$ cat src/rtl/pacman_pkg.sv
`default_nettype none
// ============================================================================
//  Module   : pacman_pkg
//  Purpose  : Shared maze geometry, direction bit indices, maze_probe state
//             codes and a constant shift-add multiply helper.
//  Revision : 1.0  initial release
// ============================================================================
package pacman_pkg;

    // Maze geometry in screen pixels / tiles
    localparam int TILE     = 28;
    localparam int X_ORIGIN = 24;
    localparam int Y_ORIGIN = 130;
    localparam int COLS     = 21;
    localparam int ROWS     = 12;

    // Bit positions inside a {left,up,right,down} can-go vector
    localparam int DIR_LEFT  = 3;
    localparam int DIR_UP    = 2;
    localparam int DIR_RIGHT = 1;
    localparam int DIR_DOWN  = 0;

    // maze_probe state codes
    localparam logic [2:0] MP_IDLE  = 3'd0;
    localparam logic [2:0] MP_DIV_X = 3'd1;
    localparam logic [2:0] MP_DIV_Y = 3'd2;
    localparam logic [2:0] MP_RD    = 3'd3;
    localparam logic [2:0] MP_DRAIN = 3'd4;
    localparam logic [2:0] MP_DONE  = 3'd5;

    // a * k for a constant k, built only from shifts and adds
    function automatic logic [15:0] mul_const(input logic [15:0] a, input int unsigned k);
        logic [15:0] acc;
        acc = '0;
        for (int i = 0; i < 16; i++) begin
            if (k[i]) acc = acc + (a << i);
        end
        return acc;
    endfunction

endpackage
`default_nettype wire

$ cat src/rtl/maze_probe_if.sv
`default_nettype none
// ============================================================================
//  Module   : maze_probe_if
//  Purpose  : Query/response bundle between a sprite mover (master) and the
//             maze_probe responder (slave).
//  Revision : 1.0  initial release
// ============================================================================
interface maze_probe_if;
    logic       req;
    logic [9:0] pos_x;
    logic [9:0] pos_y;
    logic       busy;
    logic       valid;
    logic [3:0] can_go;
    logic       at_intersection;
    logic       oob;

    modport master (
        output req, pos_x, pos_y,
        input  busy, valid, can_go, at_intersection, oob
    );

    modport slave (
        input  req, pos_x, pos_y,
        output busy, valid, can_go, at_intersection, oob
    );
endinterface
`default_nettype wire

$ cat src/rtl/maze_rom.sv
`default_nettype none
// ============================================================================
//  Module   : maze_rom
//  Purpose  : 1-bit wall map, one bit per tile (1 = wall), synchronous read
//             with one cycle of latency. Bit index = row*COLS + col.
//  Revision : 1.0  initial release
// ============================================================================
module maze_rom #(
    parameter int               DEPTH = 252,
    parameter int               AW    = 8,
    parameter logic [DEPTH-1:0] IMAGE = '0
)(
    input  logic          clk,
    input  logic [AW-1:0] addr,
    output logic          data
);
    localparam logic [AW:0] C_DEPTH = (AW+1)'(DEPTH);

    logic data_d;
    logic data_q;

    // Addresses past the end of the map read as wall
    always_comb begin
        data_d = 1'b1;
        if ({1'b0, addr} < C_DEPTH) data_d = IMAGE[addr];
    end

    // Registered read port
    always_ff @(posedge clk) begin
        data_q <= data_d;
    end

    assign data = data_q;
endmodule
`default_nettype wire

$ cat src/rtl/maze_probe.sv
`default_nettype none
// ============================================================================
//  Module   : maze_probe
//  Purpose  : Answers "which directions are open" for a sprite centre given in
//             screen pixels. Divides by the tile size through repeated
//             subtraction, then reads the four neighbour tiles from the wall
//             ROM one per cycle and forms the can-go vector.
//  Revision : 1.0  initial release
// ============================================================================
module maze_probe
    import pacman_pkg::MP_IDLE, pacman_pkg::MP_DIV_X, pacman_pkg::MP_DIV_Y,
           pacman_pkg::MP_RD, pacman_pkg::MP_DRAIN, pacman_pkg::MP_DONE,
           pacman_pkg::DIR_LEFT, pacman_pkg::DIR_UP, pacman_pkg::DIR_RIGHT,
           pacman_pkg::DIR_DOWN, pacman_pkg::mul_const;
#(
    parameter int                   TILE     = pacman_pkg::TILE,
    parameter int                   X_ORIGIN = pacman_pkg::X_ORIGIN,
    parameter int                   Y_ORIGIN = pacman_pkg::Y_ORIGIN,
    parameter int                   COLS     = pacman_pkg::COLS,
    parameter int                   ROWS     = pacman_pkg::ROWS,
    parameter logic [COLS*ROWS-1:0] MAZE     = '0
)(
    input  logic        clk,
    input  logic        reset,
    maze_probe_if.slave bus
);
    localparam int CELLS = COLS * ROWS;
    localparam int AW    = $clog2(CELLS);
    localparam int QXW   = $clog2(COLS + 1);
    localparam int QYW   = $clog2(ROWS + 1);

    localparam logic signed [10:0] C_TILE   = 11'(TILE);
    localparam logic signed [10:0] C_HALF   = 11'(TILE / 2);
    localparam logic signed [10:0] C_X0     = 11'(X_ORIGIN);
    localparam logic signed [10:0] C_Y0     = 11'(Y_ORIGIN);
    localparam logic [QXW-1:0]     C_LAST_X = QXW'(COLS - 1);
    localparam logic [QYW-1:0]     C_LAST_Y = QYW'(ROWS - 1);

    logic [2:0]         state_q, state_d;
    logic signed [10:0] rx_q, rx_d, ry_q, ry_d;
    logic [QXW-1:0]     qx_q, qx_d;
    logic [QYW-1:0]     qy_q, qy_d;
    logic [1:0]         rd_idx_q, rd_idx_d;
    logic               pend_vld_q, pend_vld_d;
    logic [1:0]         pend_bit_q, pend_bit_d;
    logic               pend_in_q, pend_in_d;
    logic [3:0]         walls_q, walls_d;
    logic               busy_q, busy_d;
    logic               valid_q, valid_d;
    logic [3:0]         can_go_q, can_go_d;
    logic               at_int_q, at_int_d;
    logic               oob_q, oob_d;

    logic signed [10:0] rx_entry, ry_entry;
    logic [QXW-1:0]     nb_x;
    logic [QYW-1:0]     nb_y;
    logic               nb_in;
    logic [AW-1:0]      rom_addr;
    logic               rom_data;
    logic               xc, yc;
    logic [3:0]         res_go;
    logic               finish, fin_oob;

    maze_rom #(
        .DEPTH (CELLS),
        .AW    (AW),
        .IMAGE (MAZE)
    ) u_rom (
        .clk  (clk),
        .addr (rom_addr),
        .data (rom_data)
    );

    // Neighbour selection for the current read slot (L, U, R, D); off-map neighbours skip the ROM
    always_comb begin
        nb_x  = qx_q;
        nb_y  = qy_q;
        nb_in = 1'b1;
        case (rd_idx_q)
            2'd0: begin nb_x = qx_q - QXW'(1); nb_in = (qx_q != '0);       end
            2'd1: begin nb_y = qy_q - QYW'(1); nb_in = (qy_q != '0);       end
            2'd2: begin nb_x = qx_q + QXW'(1); nb_in = (qx_q != C_LAST_X); end
            default: begin nb_y = qy_q + QYW'(1); nb_in = (qy_q != C_LAST_Y); end
        endcase
        rom_addr = nb_in ? AW'(mul_const(16'(nb_y), COLS) + 16'(nb_x)) : '0;
    end

    // Wall capture one cycle after each read, and the direction result from the remainders
    always_comb begin
        walls_d = walls_q;
        if (pend_vld_q) walls_d[pend_bit_q] = pend_in_q ? rom_data : 1'b1;
        xc = (rx_q == C_HALF);
        yc = (ry_q == C_HALF);
        res_go = '0;
        res_go[DIR_LEFT]  = yc & ((rx_q > C_HALF) | ~walls_d[DIR_LEFT]);
        res_go[DIR_RIGHT] = yc & ((rx_q < C_HALF) | ~walls_d[DIR_RIGHT]);
        res_go[DIR_UP]    = xc & ((ry_q > C_HALF) | ~walls_d[DIR_UP]);
        res_go[DIR_DOWN]  = xc & ((ry_q < C_HALF) | ~walls_d[DIR_DOWN]);
    end

    // Query FSM: accept, divide x, divide y, four neighbour reads, drain, report
    always_comb begin
        state_d    = state_q;
        rx_d       = rx_q;
        ry_d       = ry_q;
        qx_d       = qx_q;
        qy_d       = qy_q;
        rd_idx_d   = rd_idx_q;
        pend_vld_d = 1'b0;
        pend_bit_d = pend_bit_q;
        pend_in_d  = pend_in_q;
        busy_d     = busy_q;
        valid_d    = 1'b0;
        can_go_d   = can_go_q;
        at_int_d   = at_int_q;
        oob_d      = oob_q;
        finish     = 1'b0;
        fin_oob    = 1'b0;
        // Offsets from the maze origin; the sign bit flags a position left of / above it
        rx_entry   = $signed({1'b0, bus.pos_x}) - C_X0;
        ry_entry   = $signed({1'b0, bus.pos_y}) - C_Y0;

        case (state_q)
            MP_IDLE: begin
                if (bus.req) begin
                    rx_d   = rx_entry;
                    ry_d   = ry_entry;
                    qx_d   = '0;
                    qy_d   = '0;
                    busy_d = 1'b1;
                    if (rx_entry[10] | ry_entry[10]) begin
                        finish  = 1'b1;
                        fin_oob = 1'b1;
                        state_d = MP_DONE;
                    end else begin
                        state_d = MP_DIV_X;
                    end
                end
            end
            MP_DIV_X: begin
                if (rx_q >= C_TILE) begin
                    rx_d = rx_q - C_TILE;
                    qx_d = qx_q + QXW'(1);
                    if (qx_q == C_LAST_X) begin
                        finish  = 1'b1;
                        fin_oob = 1'b1;
                        state_d = MP_DONE;
                    end
                end else begin
                    state_d = MP_DIV_Y;
                end
            end
            MP_DIV_Y: begin
                if (ry_q >= C_TILE) begin
                    ry_d = ry_q - C_TILE;
                    qy_d = qy_q + QYW'(1);
                    if (qy_q == C_LAST_Y) begin
                        finish  = 1'b1;
                        fin_oob = 1'b1;
                        state_d = MP_DONE;
                    end
                end else begin
                    rd_idx_d = 2'd0;
                    state_d  = MP_RD;
                end
            end
            MP_RD: begin
                // Read slot 0..3 maps onto bit 3..0 of the wall vector
                pend_vld_d = 1'b1;
                pend_bit_d = ~rd_idx_q;
                pend_in_d  = nb_in;
                rd_idx_d   = rd_idx_q + 2'd1;
                if (rd_idx_q == 2'd3) state_d = MP_DRAIN;
            end
            MP_DRAIN: begin
                finish  = 1'b1;
                state_d = MP_DONE;
            end
            MP_DONE: begin
                state_d = MP_IDLE;
            end
            default: begin
                state_d = MP_IDLE;
            end
        endcase

        // Results land together with the valid pulse; busy drops on the same edge
        if (finish) begin
            valid_d  = 1'b1;
            busy_d   = 1'b0;
            oob_d    = fin_oob;
            can_go_d = fin_oob ? 4'b0000 : res_go;
            at_int_d = ~fin_oob & xc & yc;
        end
    end

    // State and datapath registers
    always_ff @(posedge clk or negedge reset) begin
        if (!reset) begin
            state_q    <= MP_IDLE;
            rx_q       <= '0;
            ry_q       <= '0;
            qx_q       <= '0;
            qy_q       <= '0;
            rd_idx_q   <= '0;
            pend_vld_q <= 1'b0;
            pend_bit_q <= '0;
            pend_in_q  <= 1'b0;
            walls_q    <= '0;
            busy_q     <= 1'b0;
            valid_q    <= 1'b0;
            can_go_q   <= '0;
            at_int_q   <= 1'b0;
            oob_q      <= 1'b0;
        end else begin
            state_q    <= state_d;
            rx_q       <= rx_d;
            ry_q       <= ry_d;
            qx_q       <= qx_d;
            qy_q       <= qy_d;
            rd_idx_q   <= rd_idx_d;
            pend_vld_q <= pend_vld_d;
            pend_bit_q <= pend_bit_d;
            pend_in_q  <= pend_in_d;
            walls_q    <= walls_d;
            busy_q     <= busy_d;
            valid_q    <= valid_d;
            can_go_q   <= can_go_d;
            at_int_q   <= at_int_d;
            oob_q      <= oob_d;
        end
    end

    assign bus.busy            = busy_q;
    assign bus.valid           = valid_q;
    assign bus.can_go          = can_go_q;
    assign bus.at_intersection = at_int_q;
    assign bus.oob             = oob_q;
endmodule
`default_nettype wire

$ cat src/flat_wrapper.sv
// flat-port wrapper written by rule: the top's interface ports become plain ports
module maze_probe_flat import pacman_pkg::MP_IDLE, pacman_pkg::MP_DIV_X, pacman_pkg::MP_DIV_Y,
           pacman_pkg::MP_RD, pacman_pkg::MP_DRAIN, pacman_pkg::MP_DONE,
           pacman_pkg::DIR_LEFT, pacman_pkg::DIR_UP, pacman_pkg::DIR_RIGHT,
           pacman_pkg::DIR_DOWN, pacman_pkg::mul_const;
#(
    parameter int                   TILE     = pacman_pkg::TILE,
    parameter int                   X_ORIGIN = pacman_pkg::X_ORIGIN,
    parameter int                   Y_ORIGIN = pacman_pkg::Y_ORIGIN,
    parameter int                   COLS     = pacman_pkg::COLS,
    parameter int                   ROWS     = pacman_pkg::ROWS,
    parameter logic [COLS*ROWS-1:0] MAZE     = '0
)
  (clk, reset, bus_req, bus_pos_x, bus_pos_y, bus_busy, bus_valid, bus_can_go, bus_at_intersection, bus_oob);
  maze_probe_if bus_i ();
  input  logic clk;
  input  logic reset;
  input wire logic [$bits(bus_i.req)-1:0] bus_req;
  input wire logic [$bits(bus_i.pos_x)-1:0] bus_pos_x;
  input wire logic [$bits(bus_i.pos_y)-1:0] bus_pos_y;
  output wire logic [$bits(bus_i.busy)-1:0] bus_busy;
  output wire logic [$bits(bus_i.valid)-1:0] bus_valid;
  output wire logic [$bits(bus_i.can_go)-1:0] bus_can_go;
  output wire logic [$bits(bus_i.at_intersection)-1:0] bus_at_intersection;
  output wire logic [$bits(bus_i.oob)-1:0] bus_oob;
  assign bus_i.req = bus_req;
  assign bus_i.pos_x = bus_pos_x;
  assign bus_i.pos_y = bus_pos_y;
  assign bus_busy = bus_i.busy;
  assign bus_valid = bus_i.valid;
  assign bus_can_go = bus_i.can_go;
  assign bus_at_intersection = bus_i.at_intersection;
  assign bus_oob = bus_i.oob;
  maze_probe #(.TILE(TILE), .X_ORIGIN(X_ORIGIN), .Y_ORIGIN(Y_ORIGIN), .COLS(COLS), .ROWS(ROWS), .MAZE(MAZE)) u_core (.clk(clk), .reset(reset), .bus(bus_i));
endmodule
$ cat config.mk
export PLATFORM = sky130hd
export DESIGN_NAME = maze_probe_flat
export DESIGN_NICKNAME = d
export VERILOG_FILES = /design/src/rtl/pacman_pkg.sv /design/src/rtl/maze_probe_if.sv /design/src/rtl/maze_rom.sv /design/src/rtl/maze_probe.sv /design/src/flat_wrapper.sv
export SDC_FILE = /design/constraint.sdc
export NUM_CORES = 1
export LEC_CHECK = 0
export CORE_MARGIN = 2
export CORE_UTILIZATION = 44
export DETAILED_ROUTE_END_ITERATION = 8
export SYNTH_ARGS = -nofsm -noshare
export SYNTH_HDL_FRONTEND = slang
export SYNTH_HIERARCHICAL = 1
export SYNTH_SLANG_ARGS = --single-unit
$ cat constraint.sdc
create_clock -name clk -period 6.7 [get_ports clk]
set_clock_uncertainty 0.05 [all_clocks]
set_input_delay 1.005 -clock clk [delete_from_list [all_inputs] [get_ports clk]]
set_output_delay 1.005 -clock clk [all_outputs]
set_load 0.01 [all_outputs]
[Word-level counts from Yosys, hierarchy flattened]
Memory sizes are Yosys's and may differ from the RTL's. A register that Yosys moved wholly into a read port is not among the register bits.
Index checks and enable logic that the tools add are counted.
Storage, ports and cells
  output and inout port bits: 8
  bits in registers: 52
  input port bits: 23
  logic and storage cells: 136
  ROM bits: 256
  memories: 1
Memory list
  (no name shown): words 256, bits a word 1, rd ports 1, clocked after Yosys merged registers in 1, write ports 0, RTL line maze_rom.sv:25  | if ({1'b0, addr} < C_DEPTH) data_d = IMAGE[addr];
Operators by class
  multiplexer cells: 45
  add/sub/neg operators: 12
  reductions and logical operators: 17
  order comparisons: 9
  equality and inequality tests: 20
  bitwise gates (word level): 17
Operator list (count)
  11-bit 2-to-1 mux: 4
  11-bit case mux with 2 select lines: 2
  11-bit by 5-bit == test with 1-bit output (second input constant): 2
  11-bit by 6-bit >= comparator with 1-bit output (second input constant): 2
  11-bit by 5-bit > comparator with 1-bit output (second input constant): 2
  11-bit by 5-bit less-than comparator with 1-bit output (second input constant): 2
  11-bit by 6-bit subtractor with 11-bit output (second input constant): 2
  3-bit 2-to-1 mux: 7
  5-bit case mux with 2 select lines: 2
  4-bit 2-to-1 mux: 4
  4-bit case mux with 2 select lines: 2
  3-bit case mux with 5 select lines: 1
  1-bit 2-to-1 mux: 13
  10-bit by 5-bit subtractor with 11-bit output (second input constant): 1
  10-bit by 8-bit subtractor with 11-bit output (second input constant): 1
  5-bit 2-to-1 mux: 2
  2-bit nonzero test: 5
  8-bit by 5-bit adder with 8-bit output: 1
  8-bit adder: 1
  8-bit less-than comparator (second input constant): 1
  8-bit 2-to-1 mux: 1
  4-bit by 6-bit adder with 7-bit output: 1
  1-bit AND: 6
  3-bit by 2-bit == test with 1-bit output (second input constant): 2
  other kinds (37): 53

[Longest topological paths before layout]
Gate-level depths: netlist of the first run.
  depth in word-level cells: 10
  mapped depth: 18
  mapped depth without buffers: 17

[By module]
The synthesis of the first run kept the hierarchy.
By module, submodules not included
  maze_probe: area each 3808.7 µm², instances 1, cells an instance 458, seq. area each 1301.2 µm²
  maze_rom: area each 33.8 µm², instances 1, cells an instance 4, seq. area each 20.0 µm²

[Worst setup path before layout of the first run]
OpenSTA, ideal clock, no wires.
  kind: reg2reg
  from: register u_core.rd_idx_q[0]
  to: register u_core.u_rom.data_q, in the netlist u_core/u_rom/data
  buffers on the path: 2
  clock period less this slack: 3.467 ns
  arrival time: 3.306 ns
  path slack: 3.233 ns
  stages on the path, launching flop included: 17
  required time: 6.539 ns
  setup time: 0.111 ns
  cell sequence: dfrtp_1 > clkbuf_1 > inv_1 > ha_1 > clkbuf_1 > o21ai_0 > a221oi_1 > nor2_1 > fa_1 > fa_1 > a211oi_1 > o21bai_1 > a21oi_1 > xnor2_1 > nor2_1 > nand2_1 > nor2_1
On the way
  word-level cells in the longest chain between the ends: 9
  elaborated cells on any way between the ends: 13
  classes of those cells: 3 x add/sub; 1 x order compare; 2 x eq/ne; 4 x mux; 3 x reduce/logical
Ends and longest elaborated chain
  from (decl): RTL line maze_probe.sv:43  | logic [1:0] rd_idx_q, rd_idx_d;
  from (signal assigned): RTL line maze_probe.sv:221  | rd_idx_q <= rd_idx_d;
  2-bit == test or 2-bit logical NOT (tied branches): RTL line maze_probe.sv:79  | case (rd_idx_q)
  2-bit OR reduction (no line)
  4-bit case mux with 2 select lines: RTL line maze_probe.sv:79
  4-bit by 6-bit adder with 7-bit output: RTL line pacman_pkg.sv:36  | if (k[i]) acc = acc + (a << i);
  8-bit adder: RTL line pacman_pkg.sv:36
  8-bit by 5-bit adder with 8-bit output: RTL line maze_probe.sv:85  | rom_addr = nb_in ? AW'(mul_const(16'(nb_y), COLS) + 16'(nb_x)) : '0;
  8-bit 2-to-1 mux *: RTL line maze_probe.sv:85
  named net u_core.rom_addr[7]: RTL line maze_probe.sv:58  | logic [AW-1:0] rom_addr;
  8-bit less-than comparator: RTL line maze_rom.sv:25
  1-bit logical NOT (no line)
  to (decl): RTL line maze_rom.sv:20  | logic data_q;
The timed path passes the listed nets; every way through them passes the cells marked *.
A chain may end at the register's enable or synchronous reset.

[Final worst setup path of the first run]
Same ends and word-level chain as after synthesis.

==> run summary, run 1 <==
Run status: complete, no violations
First-pass GRT wire length: 14,700 um
Crit-path max cell delay: 520 ps
Crit-path cells: inv_1 -> ha_1 -> o21ai_0 -> a221oi_1 -> nor2_1 -> fa_1 -> fa_1 -> a211oi_1 -> o21bai_1 -> a21oi_1 -> xnor2_1 -> nor2_1 -> nand2_1 -> nor2_1
CP Capture Type: register
Die Y: 97.3 um
Synthesized instance count: 458
DRC errors left: 0
Setup CP Type: reg -> reg
Post-cts sizing count: 0
Worst slew pin tran: 1080 ps
Congestion Overflow GR: 0
Starting DRT DRC Count: 189
Initial antenna violation count: 0
Clock tree buffer depth: 2
Final Hold Violating Endpoints: 0
Pre-antenna DRT Iters: 5
Pwr dens: 501 nW/um2
Crit path top cell by count: nor2_1
Routed wire length: 8720 um
Fin nets: 523
Flop pwr share: 27.8%
Die Area: 9460 um2
Ports: 31
H-tree levels: 2
Internal: 1.08 mW
Clock slew at reported path FFs: 110 ps
Avg Inst Size Synth: 8.36 um2
Later-pin clock latency in the skew report: 310 ps
Row count: 34
Fin. max-slew vios: 0
Core area: 8590 um2
CTS tree: built
Worst slew margin: 27.8%
RSZ-0062 raised after global routing: false
Placer Congestion: 0.806
Clk root buf: clkbuf_8
Tot GR Track Use: 18.7%
Die width: 97.3 um
Critical Path RT: 6860 ps
Num Clock Sinks: 53
Period utilisation layout: 53.9%
CTS Buf Count: 5
Port bufs: 30
CP delay by family, top: adder cells
Postcts setup bufs: 0
Fmax: 277 MHz
Via count: 3,265
Layout cells sized above 1: 4.85%
Clock share of power: 9.0%
Fill cell count: 865
Tmin final: 3610 ps
Sw power: 1.05 mW
VDD IR max: 0.244 mV
Initial Utilization: 44.5%
Crit-path max FO: 12
Setup_tns: 0 ps
Area Overhead vs Synth: 11.1%
Setup Viol. Count Final: 0
Total power draw: 2.13 mW
CTS Hold Bufs: 0
Number of buffers and inverters on the critical path: 1
Kind of start point of the critical path: register
Syn_nets: 508
Antenna viol nets, final: 0
Largest net degree at the start of global routing: 53
Drt wl/cell: 15.0 um
Synth warn: 6
Lkg Pwr: 1.85 nW
Maxcap violations: 0
Logic pwr share: 63.2%
Worst hold path type: reg -> reg
Worst Path Arrival: 3770 ps
Number of global-route vias before repair: 3,088
Netlist Area Pre-Place: 3830 um2
Switching part of the total: 49.1%
DPL Wire Length: 6580 um
Average vias per placed instance: 5.61
Slowest cell on crit path: dfrtp_1
Inserted Diodes: 0
-- layout make-up --
type | instances | area (um2) | share of cell area (%)
inverters | 28 | 105 | 2.47
repair buffers | 31 | 303 | 7.12
well taps | 108 | 135 | 3.18
clock inverters | 3 | 26.3 | 0.618
multi-input cells | 354 | 2290 | 53.9
flip-flops and latches | 53 | 1320 | 31.1
clock buffers | 5 | 68.8 | 1.62
-- registers in the layout, indices dropped and copies added (netlist names) --
signal,flops
u_core/u_rom/data,1
u_core/bus.at_intersection,1
u_core/qx_q,5
u_core/bus.busy,1
u_core/qy_q,4
u_core/bus.oob,1
u_core/bus.valid,1
u_core/state_q,3
u_core/pend_in_q,1
u_core/rd_idx_q,2
u_core/pend_vld_q,1
u_core/bus.can_go,4
u_core/walls_q,4
u_core/ry_q,11
u_core/rx_q,11
u_core/pend_bit_q,2
-- path summary, 6_finish.rpt --
| path | start | end | slack (ps) | depth (start not counted) |
|---|---|---|---|---|
| setup / recovery | u_core/rd_idx_q[0] | u_core/u_rom/data | 3090 | 14 |
| hold / removal | u_core/rx_q[0] | u_core/rx_q[0] | 430 | 2 |
| setup reg to reg | u_core/rd_idx_q[0] | u_core/u_rom/data | 3090 | 14 |
| hold reg to reg | u_core/rx_q[0] | u_core/rx_q[0] | 430 | 2 |
| max in group asynchronous | reset | u_core/rd_idx_q[1] | 5400 | 2 |
| min in group asynchronous | reset | u_core/ry_q[5] | 770 | 2 |
-- worst reg2reg max path, stage by stage (launching register included) --
cell	delay, ps
dfrtp_1	520
inv_1	140
ha_1	390
o21ai_0	120
a221oi_1	220
nor2_1	100
fa_1	490
fa_1	510
a211oi_1	360
o21bai_1	120
a21oi_1	190
xnor2_1	130
nor2_1	50
nand2_1	70
nor2_1	40
-- metrics by stage --
stage | cells | setup slack [ps] | hold WS [ps] | instance area, um2 | util (%)
after floorplan | 458 | 3240 | 387 | 3830 | -
after CTS | 582 | 3080 | 438 | 4250 | 49.5
after global routing | 582 | 2830 | 453 | 4250 | 49.5
after global placement | 574 | 3260 | 409 | 4160 | 48.4
final | 582 | 3090 | 427 | 4250 | 49.5
after detailed placement | 574 | 3130 | 410 | 4160 | 48.4
-- power groups by stage --
stage	registers [mW]	clock network [mW]	logic, mW
4_1_cts	0.591	0.203	1.35
5_1_grt	0.618	0.213	1.53
6_report	0.592	0.191	1.35
2_1_floorplan	0.535	0	1.12
3_5_place_dp	0.598	0	1.35
3_3_place_gp	0.593	0	1.31
-- metal layers --
layer | vias to the layer above | track usage (%) | share of wire, %
met4 | 0 | 3.85 | 0.57
li1 | 1670 | - | -
met1 | 1532 | 26.1 | 49
met3 | 4 | 3.09 | 3.4
met5 | - | 0 | 0
met2 | 59 | 30.9 | 47
-- placed cells by master (no fill, tap or decap), types with 8 or more instances in the layout --
| cell type | count |
|---|---|
| dfrtp_1 | 52 |
| o21ai_0 | 44 |
| ha_1 | 23 |
| clkdlybuf4s50_1 | 29 |
| nand2_1 | 48 |
| inv_1 | 28 |
| a21oi_1 | 29 |
| nor2_1 | 43 |
| xnor2_1 | 8 |
| nand3_1 | 13 |
| nor3_1 | 19 |
(Power assumes the default switching activity.)
==> run 2: changes to the inputs <==
--- a/config.mk
+++ b/config.mk
@@ -8,6 +8,7 @@
 export CORE_MARGIN = 2
 export CORE_UTILIZATION = 44
 export DETAILED_ROUTE_END_ITERATION = 8
+export PLACE_DENSITY = 0.66
 export SYNTH_ARGS = -nofsm -noshare
 export SYNTH_HDL_FRONTEND = slang
 export SYNTH_HIERARCHICAL = 1
==> constraint.sdc (replaced) <==
create_clock -name clk -period 3.3 [get_ports clk]
set_clock_uncertainty 0.05 [all_clocks]
set_input_delay 0.495 -clock clk [delete_from_list [all_inputs] [get_ports clk]]
set_output_delay 0.495 -clock clk [all_outputs]
set_load 0.01 [all_outputs]
==> run 2 against run 1 <==
Effect of this change: global-route usage is 0.78 points higher; total power is 120% higher; final cell count is 2.7% higher; die area stayed put; clock power is 110% higher; hold slack worse by 280 ps; maximum frequency is 14% higher; combinational power is 130% higher.
==> run summary, run 2 (synthesis results as in run 1) <==
Cells after DPL: 586
Die width: 97.3 um
Critical Path RT: 3480 ps
Crit-path max FO: 4
Average vias per placed instance: 5.69
Clk root buf: clkbuf_8
Layout cells sized above 1: 11.0%
Maxcap violations: 0
Placer Congestion: 0.860
CTS Buf Count: 5
Fin nets: 539
Commonest cells after routing, fill and taps aside: 51 x dfrtp_1, 48 x nand2_1, 43 x nor2_1
Port bufs: 30
Worst setup margin: 117 ps
DPL Wire Length: 6760 um
Die Area: 9460 um2
Pre-CTS setup slack: -15.6 ps
Routed wire length: 9070 um
Congestion Overflow GR: 0
Worst R2R Start: u_core/qy_q[1]
Reg2Reg Capture Point: u_core/u_rom/data
DRC errors left: 0
VDD IR max: 0.467 mV
Number of global-route vias before repair: 3,244
Lkg Pwr: 1.93 nW
Row count: 34
Largest regs: u_core/rx_q: 11 flops, u_core/ry_q: 11 flops, u_core/qx_q: 5 flops
Starting DRT DRC Count: 258
Most common cell after layout, fill and taps aside: dfrtp_1
Largest net degree at the start of global routing: 29
Worst slew margin: 55.4%
Tmin final: 3180 ps
Drt wl/cell: 15.2 um
FF-to-FF setup slack: 120 ps
Pwr dens: 1050 nW/um2
Fmax: 314 MHz
Inserted Diodes: 0
Clock slew at reported path FFs: 110 ps
First-pass GRT wire length: 15,400 um
Initial Utilization: 44.5%
Via count: 3,403
CP Capture Type: register
Final Hold Violating Endpoints: 0
Path depth of the worst reg2reg path: 14
Worst hold path type: in -> async
Clock tree buffer depth: 2
Core area: 8590 um2
Kind of start point of the critical path: register
CTS tree: built
Fin cells: 598
Area Overhead vs Synth: 15.9%
Initial antenna violation count: 0
Worst slew pin tran: 669 ps
Tot GR Track Use: 19.5%
Die Y: 97.3 um
Ports: 31
Later-pin clock latency in the skew report: 320 ps
Pre-antenna DRT Iters: 5
H-tree levels: 2
Run status: complete, no violations
Num Clock Sinks: 53
Antenna viol nets, final: 0
Fin. max-slew vios: 0
Period utilisation layout: 96.4%
Setup CP Type: reg -> reg
Setup Viol. Count Final: 0
Worst Path Arrival: 3360 ps
CTS Hold Bufs: 0
run 2: report_power, final:
| part | total, mW | internal [mW] | switching (mW) |
|---|---|---|---|
| Sequential | 1.19 | 0.905 | 0.281 |
| Clock | 0.405 | 0.159 | 0.246 |
| Combinational | 3.07 | 1.34 | 1.72 |
| Total | 4.66 | 2.41 | 2.25 |
run 2: repair_timing:
item,CTS,global route
gates resized for setup,2,16
buffers inserted,1,3
setup endpoints to repair,1,1
pin swaps,0,4
run 2: how the worst max path moves through the flow:
| stage | startpoint | to | slack [ps] | depth (start not counted) |
|---|---|---|---|---|
| 6_report | u_core/qy_q[1] | u_core/u_rom/data | 120 | 14 |
| 2_1_floorplan | u_core/rd_idx_q[0] | u_core/u_rom/data | 10 | 16 |
| 3_3_place_gp | u_core/qx_q[0] | u_core/u_rom/data | 70 | 14 |
| 3_5_place_dp | u_core/rd_idx_q[1] | u_core/u_rom/data | -20 | 16 |
| 5_1_grt | u_core/qy_q[1] | u_core/u_rom/data | -50 | 15 |
| 4_1_cts | u_core/rd_idx_q[0] | u_core/u_rom/data | 0.4 | 15 |
run 2: layout make-up:
| type | instances | area [um2] |
|---|---|---|
| inverter | 28 | 105 |
| sequential | 53 | 1320 |
| multi-input combinational | 354 | 2350 |
| fill | 834 | 4160 |
| clock buffer | 5 | 68.8 |
| tap | 108 | 135 |
| timing repair buffer | 47 | 423 |
| clock inverter | 3 | 28.8 |
run 2: stage by stage:
step	power (mW)	cell area, um2	TNS (ps)	hold slack, ps	utilization [%]
finish	4.66	4440	0	147	51.6
CTS	4.51	4360	0	158	50.8
floorplan	3.39	3840	0	149	-
detailed placement	4.09	4250	-15.6	409	49.5
global route	5.15	4440	-50.3	204	51.6
global placement	4.00	4250	0	407	49.5
run 2: worst max-delay path, stage by stage (launching register included):
cell      delay, ps
dfrtp_1         430
inv_1           100
ha_2            350
o22ai_1          90
mux2_2          310
ha_1            310
ha_1            240
fa_2            430
a211oi_2        230
o21bai_1        130
a21oi_2         140
xnor2_1         120
nor2_1           50
nand2_1          70
nor2_1           40
run 2: per-layer routing:
layer	up-vias	part of all wire, %	global-route usage, %
met5	-	0	0
met4	0	0.23	3.63
met3	3	3.7	2.45
li1	1700	-	-
met2	82	50	33.2
met1	1618	46	27.0
